`config.mk`:
```
export PLATFORM = sky130hd
export DESIGN_NAME = mult_issue_seq
export DESIGN_NICKNAME = d
export VERILOG_FILES = /design/src/rtl/mult_issue_seq.sv
export SDC_FILE = /design/constraint.sdc
export NUM_CORES = 1
export LEC_CHECK = 0
export ABC_AREA = 1
export CORE_ASPECT_RATIO = 1.25
export CORE_MARGIN = 2
export CORE_UTILIZATION = 50
export CTS_BUF_LIST = sky130_fd_sc_hd__clkbuf_2 sky130_fd_sc_hd__clkbuf_4 sky130_fd_sc_hd__clkbuf_8
export DETAILED_ROUTE_END_ITERATION = 10
export PLACE_DENSITY_LB_ADDON = 0.05
export SLEW_MARGIN = 20
export SYNTH_ARGS = -nofsm -noshare
export SYNTH_HDL_FRONTEND = slang
export SYNTH_SLANG_ARGS = --single-unit
export TNS_END_PERCENT = 10
```
`constraint.sdc`:
```
create_clock -name clk -period 2.3 [get_ports clk]
set_input_delay 0.23 -clock clk [delete_from_list [all_inputs] [get_ports clk]]
set_output_delay 0.23 -clock clk [all_outputs]
set_load 0.05 [all_outputs]
```
`src/rtl/mult_issue_seq.sv`:
```
// mult_issue_seq: operand FIFO plus sequencer for an 8-bit shift-add multiplier.
// Each queued pair is run as rearm, launch, wait for done, then capture.
//
// Ports:
//   clk, reset            clock, synchronous active-high reset
//   in_valid/in_ready     operand pair handshake (in_a multiplier, in_b multiplicand)
//   out_valid/out_ready   result handshake (out_product, out_err on timeout)
//   mul_reset, mul_start  rearm pulse and start level to the multiplier
//   mul_multiplier/cand   operands held for the multiplier
//   mul_product, mul_done multiplier result and sticky done flag
//   busy                  sequencer active or operands still queued
module mult_issue_seq #(
  parameter int WIDTH   = 8,
  parameter int DEPTH   = 4,
  parameter int TIMEOUT = 40
) (
  input  logic               clk,
  input  logic               reset,
  input  logic               in_valid,
  output logic               in_ready,
  input  logic [WIDTH-1:0]   in_a,
  input  logic [WIDTH-1:0]   in_b,
  output logic               out_valid,
  input  logic               out_ready,
  output logic [2*WIDTH:0]   out_product,
  output logic               out_err,
  output logic               mul_reset,
  output logic               mul_start,
  output logic [WIDTH-1:0]   mul_multiplier,
  output logic [WIDTH-1:0]   mul_multiplicand,
  input  logic [2*WIDTH:0]   mul_product,
  input  logic               mul_done,
  output logic               busy
);

  localparam int PW = 2*WIDTH+1;
  localparam int AW = $clog2(DEPTH);
  localparam int CW = $clog2(TIMEOUT);
  localparam logic [AW:0]   FILL_FULL = (AW+1)'(DEPTH);
  localparam logic [CW-1:0] TMO_LAST  = CW'(TIMEOUT-1);

  typedef enum logic [2:0] {
    S_IDLE,
    S_CLR,
    S_LAUNCH,
    S_CAPTURE,
    S_ABORT,
    S_HOLD
  } state_t;

  state_t r_state;
  state_t w_state_nxt;

  logic [WIDTH-1:0] r_mem_a [DEPTH];
  logic [WIDTH-1:0] r_mem_b [DEPTH];
  logic [AW-1:0]    r_wptr;
  logic [AW-1:0]    r_rptr;
  logic [AW:0]      r_fill;

  logic [CW-1:0]    r_tmo;
  logic [WIDTH-1:0] r_mul_a;
  logic [WIDTH-1:0] r_mul_b;
  logic             r_mul_reset;
  logic             r_mul_start;
  logic             r_out_valid;
  logic [PW-1:0]    r_out_product;
  logic             r_out_err;

  logic             w_full;
  logic             w_empty;
  logic             w_push;
  logic             w_pop;
  logic [CW-1:0]    w_tmo_nxt;
  logic [WIDTH-1:0] w_mul_a_nxt;
  logic [WIDTH-1:0] w_mul_b_nxt;
  logic             w_mul_reset_nxt;
  logic             w_mul_start_nxt;
  logic             w_out_valid_nxt;
  logic [PW-1:0]    w_out_product_nxt;
  logic             w_out_err_nxt;

  assign w_full  = (r_fill == FILL_FULL);
  assign w_empty = (r_fill == '0);

  // Gated by reset so nothing is accepted in the reset cycle itself.
  assign in_ready = ~reset & ~w_full;
  assign w_push   = in_valid & in_ready;

  assign out_valid        = r_out_valid;
  assign out_product      = r_out_product;
  assign out_err          = r_out_err;
  assign mul_reset        = r_mul_reset;
  assign mul_start        = r_mul_start;
  assign mul_multiplier   = r_mul_a;
  assign mul_multiplicand = r_mul_b;
  assign busy             = (r_state != S_IDLE) | ~w_empty;

  always_ff @(posedge clk) begin
    if (w_push) begin
      r_mem_a[r_wptr] <= in_a;
      r_mem_b[r_wptr] <= in_b;
    end
  end

  always_ff @(posedge clk) begin
    if (reset) begin
      r_wptr <= '0;
      r_rptr <= '0;
      r_fill <= '0;
    end else begin
      if (w_push) r_wptr <= r_wptr + AW'(1);
      if (w_pop)  r_rptr <= r_rptr + AW'(1);
      r_fill <= r_fill + (AW+1)'(w_push) - (AW+1)'(w_pop);
    end
  end

  always_ff @(posedge clk) begin
    if (reset) begin
      r_state       <= S_IDLE;
      r_tmo         <= '0;
      r_mul_a       <= '0;
      r_mul_b       <= '0;
      r_mul_reset   <= 1'b1;
      r_mul_start   <= 1'b0;
      r_out_valid   <= 1'b0;
      r_out_product <= '0;
      r_out_err     <= 1'b0;
    end else begin
      r_state       <= w_state_nxt;
      r_tmo         <= w_tmo_nxt;
      r_mul_a       <= w_mul_a_nxt;
      r_mul_b       <= w_mul_b_nxt;
      r_mul_reset   <= w_mul_reset_nxt;
      r_mul_start   <= w_mul_start_nxt;
      r_out_valid   <= w_out_valid_nxt;
      r_out_product <= w_out_product_nxt;
      r_out_err     <= w_out_err_nxt;
    end
  end

  always_comb begin
    w_state_nxt       = r_state;
    w_pop             = 1'b0;
    w_tmo_nxt         = r_tmo;
    w_mul_a_nxt       = r_mul_a;
    w_mul_b_nxt       = r_mul_b;
    w_mul_reset_nxt   = 1'b0;
    w_mul_start_nxt   = r_mul_start;
    w_out_valid_nxt   = r_out_valid;
    w_out_product_nxt = r_out_product;
    w_out_err_nxt     = r_out_err;
    unique case (r_state)
      S_IDLE: begin
        if (!w_empty) begin
          w_pop           = 1'b1;
          w_mul_a_nxt     = r_mem_a[r_rptr];
          w_mul_b_nxt     = r_mem_b[r_rptr];
          // Registered, so the rearm pulse lines up with the CLR cycle.
          w_mul_reset_nxt = 1'b1;
          w_state_nxt     = S_CLR;
        end
      end
      S_CLR: begin
        // A done seen here is stale from the previous op and is ignored.
        w_tmo_nxt       = '0;
        w_mul_start_nxt = 1'b1;
        w_state_nxt     = S_LAUNCH;
      end
      S_LAUNCH: begin
        if (mul_done) begin
          w_mul_start_nxt = 1'b0;
          w_state_nxt     = S_CAPTURE;
        end else if (r_tmo == TMO_LAST) begin
          w_mul_start_nxt = 1'b0;
          w_state_nxt     = S_ABORT;
        end else begin
          w_tmo_nxt = r_tmo + CW'(1);
        end
      end
      S_CAPTURE: begin
        w_out_product_nxt = mul_product;
        w_out_err_nxt     = 1'b0;
        w_out_valid_nxt   = 1'b1;
        w_mul_start_nxt   = 1'b0;
        w_state_nxt       = S_HOLD;
      end
      S_ABORT: begin
        w_out_product_nxt = '0;
        w_out_err_nxt     = 1'b1;
        w_out_valid_nxt   = 1'b1;
        w_mul_start_nxt   = 1'b0;
        w_state_nxt       = S_HOLD;
      end
      S_HOLD: begin
        if (out_ready) begin
          w_out_valid_nxt = 1'b0;
          w_state_nxt     = S_IDLE;
        end
      end
      default: begin
        w_state_nxt = S_IDLE;
      end
    endcase
  end

endmodule

```
==> flow_summary.toml <==
[routing]
vias = 3392
wire_per_inst_microns = 13.8
detailed_route_wire_length_microns = 9220
detail_route.drc_violations = 0
detail_route.iter0.violations = 178
detail_route.vias_per_cell = 5.08
ant_nets = 0
dr.pass1.iters = 4

[floorplanning]
floorplan.die.height_microns = 111
number_of_rows_created_at_floorplan = 39
die_width_microns = 89.7
pin_count = 77
die_area_sq_um = 9970
core_area_sq_um = 9030
initial_utilization = 0.509

[sta]
timing.final.max_slew_violations = 0
maximum_frequency_from_static_timing_analysis_mhz = 451
final_min_period_over_clock_period = 0.964
final_period_minus_worst_setup_slack_ns = 2.22
setup-violations-final = 0
finalHoldViolations = 0
relSlewSlack = 0.636
timing.hold.ws_ns = 0.381
tightestPinTransition_ns = 0.545
final.setup.tns_ns = 0
fin_skew_ns = 0.0116
final_critical_path_setup_slack_ns = 0.0819
rsz0062_at_grt = "false"

[critical_path]
critical_path.n_buffers_inverters = 1
timing.reg2reg.worst_path_depth = 12
crit_path_launch_type = "flip-flop"
worst-endpoint-required_ns = 2.07
critPathSlowestCell = "sky130_fd_sc_hd__clkdlybuf4s50_1"
cp_slowest_stage_delay_ns = 0.84
worst_path_dominant_cell_family = "buffers and inverters"
setup.worst_path.class = "reg -> out"
crit-reg2reg-launch = "r_state[0]"
cp_data_arrival_time_ns = 1.99
critical_path.reg2reg.endpoint = "r_fill[2]"
timing.reg2reg.setup_slack_ns = 0.16
worstPathMaxFanout = 6
worstPathCellList = "nor2_4 > nand4_1 > clkdlybuf4s50_1"
cp-end-kind = "output port"

[cts]
cts_hold_fix_bufs = 0
cts_made_buffers = 17
worst_skew_pair.late_latency_ns = 0.43
post_cts_resize_count = 0
clock_tree_from_tritoncts = "done"
clk_root_buffer_cell = "sky130_fd_sc_hd__clkbuf_8"
clock_tree.buffer_depth = 2
cts.repair_timing.setup_buffer_count = 0
cts_htree_levels = 4
worst_setup_hold_path_clk_slew_ns = 0.07
cts.sink_count = 117

[placement]
dp.final_hpwl_microns = 6150
place_ws_ns = 0.176
post-place-cells = 636
numPortBuffers = 76
gpl.final_weighted_congestion = 0.801

[grt]
grtUsageTotal = 0.196
gr-total-overflow = 0
grt_start_max_net_pins = 34
grt_first_pass_wirelength_microns = 15300
number_of_global_route_vias_before_repair = 3218
grt_antenna_before_repair = 0

[power_and_ir_drop]
power_switching_share = 0.388
power.net_switching_uw = 2930
intPower_uw = 4620
cellPowerDensity_nw_per_um2 = 1280
p_total_uw = 7550
power_frac_seq = 0.362
worst_ir_drop_vdd_uv = 624
clockPowerShare = 0.244
comb_power_share = 0.394
cellLeakagePower_uw = 0.00216

[layout]
layout.cells.most_common = "sky130_fd_sc_hd__nor2_1"
nets = 578
fillerInstances = 707
post_route_cells_drive_above_1_share = 0.103
syn_to_final_growth_pct = 28.4
final_cell_count_no_fill = 668
most-common-layout-cells = "83 x sky130_fd_sc_hd__nor2_1, 75 x sky130_fd_sc_hd__clkdlybuf4s50_1, 64 x sky130_fd_sc_hd__edfxtp_1, 53 x sky130_fd_sc_hd__o21ai_0, 53 x sky130_fd_sc_hd__dfxtp_1"
insertedDiodeCount = 0

[job]
max-cap-violations = 0

[yosys]
synth.avg_cell_area_sq_um = 10.3
synth.yosys.warnings = 0
asyncSetResetFlopFracSynth = 0
syn_inst = 444
number_of_enable_flip_flop_cells_after_synthesis = 64
syn_nets = 490
synth.largest_area_cell = "sky130_fd_sc_hd__edfxtp_1"
synth.yosys.seq_area_share = 0.649
synth.area.top_cells = "sky130_fd_sc_hd__edfxtp_1 42%, sky130_fd_sc_hd__dfxtp_1 23%, sky130_fd_sc_hd__nor2_1 6.8%, sky130_fd_sc_hd__o21ai_0 5.8%, sky130_fd_sc_hd__nand3_1 3.3%"
ys_ff_latch = 117
yosysTopAreaCellShare = 0.418
synth-main-ff-cell = "sky130_fd_sc_hd__edfxtp_1"
syn_area_sq_um = 4590
synthDistinctLibCells = 29

[min_path]
holdPathStages = 3
min-delay-start = "mul_product[0]"
hold_end = "out_product[0]"
hold_wc_path_type = "in -> reg"

[outcome]
outcome = "complete, no violations"
==> how the worst max path moves through the flow <==
stage          depth (start not counted)   endpoint  slack [ns]        from
2_1_floorplan                         13  r_fill[2]        0.30  r_state[0]
3_3_place_gp                          10  r_fill[2]        0.27       reset
3_5_place_dp                          12  r_fill[2]        0.18  r_state[0]
4_1_cts                                3       busy        0.08  r_state[0]
5_1_grt                                3       busy        0.02  r_state[0]
6_report                               3       busy        0.08  r_state[0]
==> per-stage QoR <==
step | util | instance area, sq um
2_1_floorplan | - | 4590
3_3_place_gp | 0.609 | 5500
3_5_place_dp | 0.609 | 5500
4_1_cts | 0.653 | 5900
5_1_grt | 0.653 | 5900
6_report | 0.653 | 5900
==> power groups by stage <==
stage	Clock [uW]	Combinational, uW	Sequential, uW
after floorplan	0	1310	3550
after global placement	0	2960	2760
after detailed placement	0	3000	2780
after CTS	1890	3010	2730
after global routing	1990	3240	2770
final	1840	2980	2730
==> cells in the mapped netlist, drive strengths merged (2+ instances only) <==
cell type and number:
a31oi 2, ha 7, o21ai 55, o22ai 16
a21oi 29, inv 30, dfxtp 53, buf 11
nand4 4, nand3 32, clkbuf 8, nor2 85
edfxtp 64, nand2 42
==> metal layers <==
layer  GRT usage  vias up  part of all wire  routed length, microns
li1            -     1707                 -                       -
met1       0.230     1586              0.43                    3940
met2       0.333       83              0.51                    4710
met3      0.0585       16             0.047                     435
met4      0.0872        0             0.015                     140
met5           0        -                 0                       0
==> sequential cells by signal (all words and copies together), names as in the netlist <==
| signal | cells |
|---|---|
| r_mem_a | 32 |
| r_mem_b | 32 |
| out_product | 17 |
| mul_multiplicand | 8 |
| mul_multiplier | 8 |
| r_tmo | 6 |
| r_fill | 3 |
| r_state | 3 |
| r_rptr | 2 |
| r_wptr | 2 |
| mul_reset | 1 |
| mul_start | 1 |
| out_err | 1 |
| out_valid | 1 |
==> kinds of logic (layout without fill, tap and decap cells) <==
| family | after synthesis | in the layout | synth area share |
|---|---|---|---|
| flops | 117 | 117 | 0.649 |
| compound gates | 104 | 104 | 0.119 |
| buf+inv | 50 | 151 | 0.0493 |
| simple gates | 164 | 164 | 0.157 |
| fa+ha+maj | 8 | 8 | 0.0234 |
| xor+xnor | 1 | 1 | 0.00191 |
==> worst min-delay path, stage by stage <==
cell                              delay (ns)
sky130_fd_sc_hd__clkdlybuf4s50_1        0.40
sky130_fd_sc_hd__nand3_1                0.08
sky130_fd_sc_hd__a21oi_1                0.05
==> final cells by class <==
class / instances / area (sq um) / share of cell area
clock buffers: 26 / 320 / 0.0543
multi-input cells: 277 / 1380 / 0.235
inverters: 31 / 119 / 0.0202
well taps: 123 / 154 / 0.0261
clock inverters: 6 / 77.6 / 0.0132
flip-flops and latches: 117 / 2980 / 0.506
repair buffers: 88 / 861 / 0.146
Note: power is estimated with default switching activity, not from simulation.
